===== src/rtl/cdc_xfer_arbiter.sv =====
// Round-robin arbiter that launches one requester word at a time across a clock
// boundary using a toggle request / toggle acknowledge handshake.
module cdc_xfer_arbiter #(
   parameter int NREQ        = 4,
   parameter int DW          = 64,
   parameter int HOLD_CYCLES = 4,
   parameter int TIMEOUT     = 1023
) (
   input  logic                 src_clk,
   input  logic                 src_rst,
   input  logic [NREQ-1:0]      req,
   input  logic [NREQ*DW-1:0]   req_data,
   input  logic                 ack_toggle,
   input  logic                 err_clr,
   output logic [NREQ-1:0]      grant,
   output logic [NREQ-1:0]      done,
   output logic [DW-1:0]        xfer_data,
   output logic                 xfer_toggle,
   output logic                 busy,
   output logic                 timeout_err,
   output logic [15:0]          word_count,
   output logic [1:0]           state_dbg
);

   localparam int IW = $clog2(NREQ);

   localparam logic [1:0] ST_IDLE     = 2'd0;
   localparam logic [1:0] ST_LAUNCH   = 2'd1;
   localparam logic [1:0] ST_WAIT_ACK = 2'd2;
   localparam logic [1:0] ST_SETTLE   = 2'd3;

   localparam logic [IW-1:0]   LAST_RST   = IW'(NREQ - 1);
   localparam logic [15:0]     TIMER_LAST = 16'(TIMEOUT - 1);
   localparam logic [7:0]      HOLD_LOAD  = 8'(HOLD_CYCLES);
   localparam logic [NREQ-1:0] ONE_HOT0   = NREQ'(1);

   // Handshake: xfer_data is valid from the cycle xfer_toggle flips until the
   // destination echoes the new toggle level on ack_toggle; it is then held for
   // HOLD_CYCLES more cycles before the requester sees done.

   logic [1:0]      state_q, state_d;
   logic [NREQ-1:0] grant_q, grant_d;
   logic [NREQ-1:0] done_q, done_d;
   logic [DW-1:0]   xfer_data_q, xfer_data_d;
   logic            xfer_toggle_q, xfer_toggle_d;
   logic            timeout_err_q, timeout_err_d;
   logic [15:0]     word_count_q, word_count_d;
   logic [IW-1:0]   last_q, last_d;
   logic [15:0]     timer_q, timer_d;
   logic [7:0]      hold_q, hold_d;
   logic            ack_meta_q, ack_meta_d;
   logic            ack_sync_q, ack_sync_d;

   logic [NREQ-1:0] eligible;
   logic            found;
   logic [IW-1:0]   win_idx;
   logic [IW-1:0]   cand;

   function automatic logic [IW-1:0] rr_index(input logic [IW-1:0] base, input int k);
      int sum;
      sum = int'(base) + k;
      if (sum >= NREQ) sum = sum - NREQ;
      return IW'(sum);
   endfunction

   always_comb begin
      ack_meta_d = ack_toggle;
      ack_sync_d = ack_meta_q;
   end

   // Search starts one past the previous winner; a requester in its done cycle sits out.
   always_comb begin
      eligible = req & ~done_q;
      found    = 1'b0;
      win_idx  = '0;
      cand     = '0;
      for (int k = 1; k <= NREQ; k++) begin
         cand = rr_index(last_q, k);
         if (!found && eligible[cand]) begin
            found   = 1'b1;
            win_idx = cand;
         end
      end
   end

   always_comb begin
      state_d       = state_q;
      grant_d       = grant_q;
      done_d        = '0;
      xfer_data_d   = xfer_data_q;
      xfer_toggle_d = xfer_toggle_q;
      timeout_err_d = timeout_err_q;
      word_count_d  = word_count_q;
      last_d        = last_q;
      timer_d       = timer_q;
      hold_d        = hold_q;

      case (state_q)
         ST_IDLE: begin
            if (err_clr) begin
               timeout_err_d = 1'b0;
               xfer_toggle_d = ack_sync_q;
            end else if (!timeout_err_q && found) begin
               grant_d     = ONE_HOT0 << win_idx;
               xfer_data_d = req_data[int'(win_idx)*DW +: DW];
               last_d      = win_idx;
               state_d     = ST_LAUNCH;
            end
         end
         ST_LAUNCH: begin
            xfer_toggle_d = ~xfer_toggle_q;
            timer_d       = '0;
            state_d       = ST_WAIT_ACK;
         end
         ST_WAIT_ACK: begin
            // An ack seen on the timeout boundary still completes the word.
            if (ack_sync_q == xfer_toggle_q) begin
               hold_d  = HOLD_LOAD;
               state_d = ST_SETTLE;
            end else if (timer_q == TIMER_LAST) begin
               timeout_err_d = 1'b1;
               grant_d       = '0;
               state_d       = ST_IDLE;
            end else begin
               timer_d = timer_q + 16'd1;
            end
         end
         ST_SETTLE: begin
            if (hold_q <= 8'd1) begin
               grant_d      = '0;
               done_d       = grant_q;
               word_count_d = word_count_q + 16'd1;
               state_d      = ST_IDLE;
            end else begin
               hold_d = hold_q - 8'd1;
            end
         end
         default: begin
            state_d = ST_IDLE;
            grant_d = '0;
         end
      endcase
   end

   always_ff @(posedge src_clk) begin
      if (src_rst) begin
         state_q       <= ST_IDLE;
         grant_q       <= '0;
         done_q        <= '0;
         xfer_data_q   <= '0;
         xfer_toggle_q <= 1'b0;
         timeout_err_q <= 1'b0;
         word_count_q  <= '0;
         last_q        <= LAST_RST;
         timer_q       <= '0;
         hold_q        <= '0;
         ack_meta_q    <= 1'b0;
         ack_sync_q    <= 1'b0;
      end else begin
         state_q       <= state_d;
         grant_q       <= grant_d;
         done_q        <= done_d;
         xfer_data_q   <= xfer_data_d;
         xfer_toggle_q <= xfer_toggle_d;
         timeout_err_q <= timeout_err_d;
         word_count_q  <= word_count_d;
         last_q        <= last_d;
         timer_q       <= timer_d;
         hold_q        <= hold_d;
         ack_meta_q    <= ack_meta_d;
         ack_sync_q    <= ack_sync_d;
      end
   end

   always_comb begin
      grant       = grant_q;
      done        = done_q;
      xfer_data   = xfer_data_q;
      xfer_toggle = xfer_toggle_q;
      busy        = (state_q != ST_IDLE);
      timeout_err = timeout_err_q;
      word_count  = word_count_q;
      state_dbg   = state_q;
   end

endmodule


===== config.mk =====
export PLATFORM = sky130hd
export DESIGN_NAME = cdc_xfer_arbiter
export DESIGN_NICKNAME = d
export VERILOG_FILES = /design/src/rtl/cdc_xfer_arbiter.sv
export SDC_FILE = /design/constraint.sdc
export NUM_CORES = 1
export LEC_CHECK = 0
export CAP_MARGIN = 0
export CORE_AREA = 4 4 136 138
export CTS_BUF_LIST = sky130_fd_sc_hd__clkbuf_4
export CTS_CLUSTER_DIAMETER = 80
export DETAILED_ROUTE_END_ITERATION = 7
export DIE_AREA = 0 0 140 142
export GPL_TIMING_DRIVEN = 1
export PLACE_DENSITY_LB_ADDON = 0.12
export SYNTH_ARGS = -nofsm -noshare
export SYNTH_HDL_FRONTEND = slang
export SYNTH_SLANG_ARGS = --single-unit

===== constraint.sdc =====
create_clock -name src_clk -period 3 [get_ports src_clk]
set_clock_uncertainty 0.1 [all_clocks]
set_input_delay 0.3 -clock src_clk [delete_from_list [all_inputs] [get_ports src_clk]]
set_output_delay 0.3 -clock src_clk [all_outputs]
set_load 0.01 [all_outputs]

==> results.toml <==
[critical_path]
crit_path_end_kind = "register"
worst-path-buf-inv = 1
required_ns = 3.31
path_max_fanout = 12
setup.worst_path.end = "hold_q[6]"
cpMostUsedCell = "nor2_1"
slowest_stage = "or4b_2"
crit_type = "register to register"
path_delay_family = "simple AND/OR/NAND/NOR gates"
startpoint = "hold_q[0]"
rrSetupSlack_ns = 0.46
crit-reg2reg-launch = "hold_q[0]"
cp-start-kind = "register"
cp.arrival_ns = 2.85
critPathMaxStageDelay_ns = 0.69
r2r_cells = 8
crit_cells = 8
crit_chain = "inv_1 > ha_1 > nor2_1 > nor3_1 > o21a_1 > or4b_2 > xor2_1 > nor2_1"
r2r-end = "hold_q[6]"

[grt]
grt_overflow = 0
grt_max_degree = 64
grt_pass1_vias = 6771
antenna_found_initial = 1
grt_usage_pct = 23.9
grt_pass1_wl_um = 37400

[synth]
avgSynthCellArea_um2 = 8.91
yosys_register_bits = 120
synth_cells = 723
synth.net_count = 992
syn-cell-area_mm2 = 0.00644
synthFlopType = "dfxtp_1"
ys_async_sr_fraction_pct = 0
ys_warn_count = 0
synth.distinct_cells = 57
seq_area_frac_synth_pct = 37.3
synth_edf_count = 0

[sta]
fin_ws_ns = 0.463
setup_viol = 0
max_freq_ghz = 0.394
maxSlewViolCount = 0
fin_crit_sh_pct = 84.6
period_minus_slack_ns = 2.54
final.setup.tns_ns = 0
finalHoldViolations = 0
worst_pin_slew_ns = 0.685
slew_headroom_pct = 54.3
rsz0062_at_grt = "no"

[drt]
route.vias.total = 6735
detail-route-antenna-nets = 0
vias_per_cell = 5.18
drc = 0
drtPass1Iterations = 5
drt_iter0_markers = 322
routedWlPerCell_um = 19.1
wl_um = 24800

[job]
maxCapViolCount = 0

[clocking]
cts_hold_buffers = 0
cts.path.max_buffers = 2
clk_pin_slew_ns = 0.11
htreeDepth = 4
postCtsSetupRepairBufs = 0
cts_root_buffer = "clkbuf_4"
cts_made_buffers = 17
clock-sinks = 120
cts_tree = "done"
clk_latency_ns = 0.52
cts_resized = 0

[die]
coreArea_mm2 = 0.0172
die_x_um = 140
io_pins = 357
start_util_pct = 37.5
std_cell_rows = 48
dieArea_mm2 = 0.0199
die_h_um = 142

[finish]
nNetsFinal = 1331
seq_area_mm2 = 0.00240
drive_gt1_share_pct = 11.4
multi_input_area_mm2 = 0.00376
synthToLayoutAreaGrowth_pct = 64.1
fillers = 1545

[power]
power.density_mw_per_mm2 = 499
ir_worst_vdd_uv = 270
power.leakage_nw = 3.78

[placement]
post-place-ws_ns = 0.258
gp_congestion = 0.888
portBuffers = 356
place_hpwl_um = 19100

[hold_path]
hold_class = "input port to register"

[outcome]
status = "finished clean"
==> stage by stage <==
stage | hold slack, ns | total power, mW | std cells | area (um2) | util (%)
2_1_floorplan | 0.297 | 3.03 | 723 | 6440 | -
3_3_place_gp | 0.332 | 4.07 | 1268 | 10300 | 59.8
3_5_place_dp | 0.332 | 4.09 | 1268 | 10300 | 59.8
4_1_cts | 0.152 | 5.32 | 1300 | 10600 | 61.5
5_1_grt | 0.149 | 5.57 | 1301 | 10600 | 61.5
6_report | 0.170 | 5.27 | 1301 | 10600 | 61.5
==> placed cells by master (no fill, tap or decap), drive strengths merged, types with 11 or more instances in the layout <==
master / count
clkdlybuf4s50: 355
mux2i: 21
a221oi: 54
dfxtp: 120
a211oi: 56
nor2: 102
xor2: 17
xnor2: 18
nor3: 11
buf: 22
nand3b: 13
a21oi: 12
clkbuf: 19
nand2: 78
mux2: 54
==> report_power, final <==
group          total (mW)  internal [mW]  switching [mW]  leakage (nW)
sequential           1.94           1.80           0.139         0.982
combinational        2.11           1.12           0.992          2.65
clock                1.22          0.589           0.635         0.146
total                5.27           3.50            1.77          3.78
==> Yosys cell counts, drive strengths merged (2+ instances only) <==
library cell  number  area share [%]
dfxtp            120              37
nor2             102             5.9
nand2             78             4.6
a211oi            56             6.9
a221oi            54             7.3
mux2              54             9.4
clkbuf            36             2.1
buf               21             2.2
mux2i             21             3.3
xnor2             18             2.4
xor2              17             2.3
nand3b            13             1.5
a21oi             12            0.93
nor3              11            0.85
nand3             10             1.1
o221ai            10             1.5
inv                9            0.52
nor4               8             1.2
nand2b             7            0.68
or3                7            0.76
and3               6            0.58
nor2b              6            0.58
and2               5            0.49
ha                 5            0.97
o21ai              4            0.31
o22ai              4            0.49
and4               3            0.41
nand4              3            0.29
nor3b              3            0.43
o21a               3            0.35
a22o               2            0.27
a31oi              2            0.19
or4b               2            0.31
==> area by class of cell <==
cell class / instances / share of cell area, %
Tap cell: 225 / 2.66
Timing Repair Buffer: 377 / 35.9
Clock buffer: 19 / 1.35
Sequential cell: 120 / 22.7
Multi-Input combinational cell: 537 / 35.6
Clock inverter: 13 / 1.46
Antenna cell: 1 / 0.0237
Inverter: 9 / 0.320
==> worst register-to-register path: cells and delay by family, from the launching register on <==
family / cells / cell delay [ns]
buffers and inverters: 1 / 0.07
XOR/XNOR: 1 / 0.15
AO/OA/AOI/OAI: 1 / 0.33
flip-flops: 1 / 0.44
AND/OR/NAND/NOR: 4 / 1.08
adder cells (fa/ha/maj): 1 / 0.25
==> state kept, by name, indices dropped and copies added (netlist names) <==
signal / count
ack_meta_q: 1
ack_sync_q: 1
done: 4
grant: 4
hold_q: 8
last_q: 2
state_dbg: 2
timeout_err: 1
timer_q: 16
word_count: 16
xfer_data: 64
xfer_toggle: 1
==> worst min path at each step <==
stage               start       endpoint  slack (ns)  cells past startpoint
2_1_floorplan     err_clr    timeout_err        0.30                      1
3_3_place_gp   ack_meta_q     ack_sync_q        0.33                      1
3_5_place_dp   ack_meta_q     ack_sync_q        0.33                      1
4_1_cts           src_rst      hold_q[1]        0.15                      2
5_1_grt           src_rst  word_count[6]        0.15                      2
6_report          src_rst  word_count[3]        0.17                      2
==> cell families after synthesis <==
| kind of cell | count (synthesis) | share of synthesized area [%] |
|---|---|---|
| mux | 75 | 12.7 |
| simple gates | 270 | 20.5 |
| flops | 120 | 37.3 |
| buf+inv | 66 | 4.84 |
| compound gates | 152 | 18.9 |
| xor+xnor | 35 | 4.76 |
| fa+ha+maj | 5 | 0.972 |
==> layer usage <==
layer | global-route usage (%) | up-vias | share of wire, %
met4 | 6.37 | 0 | 1.8
met1 | 27.9 | 3172 | 40
li1 | - | 3334 | -
met5 | 0 | - | 0
met2 | 42.8 | 208 | 52
met3 | 7.36 | 21 | 6.8
No activity file was read; power rests on OpenSTA's default activity.
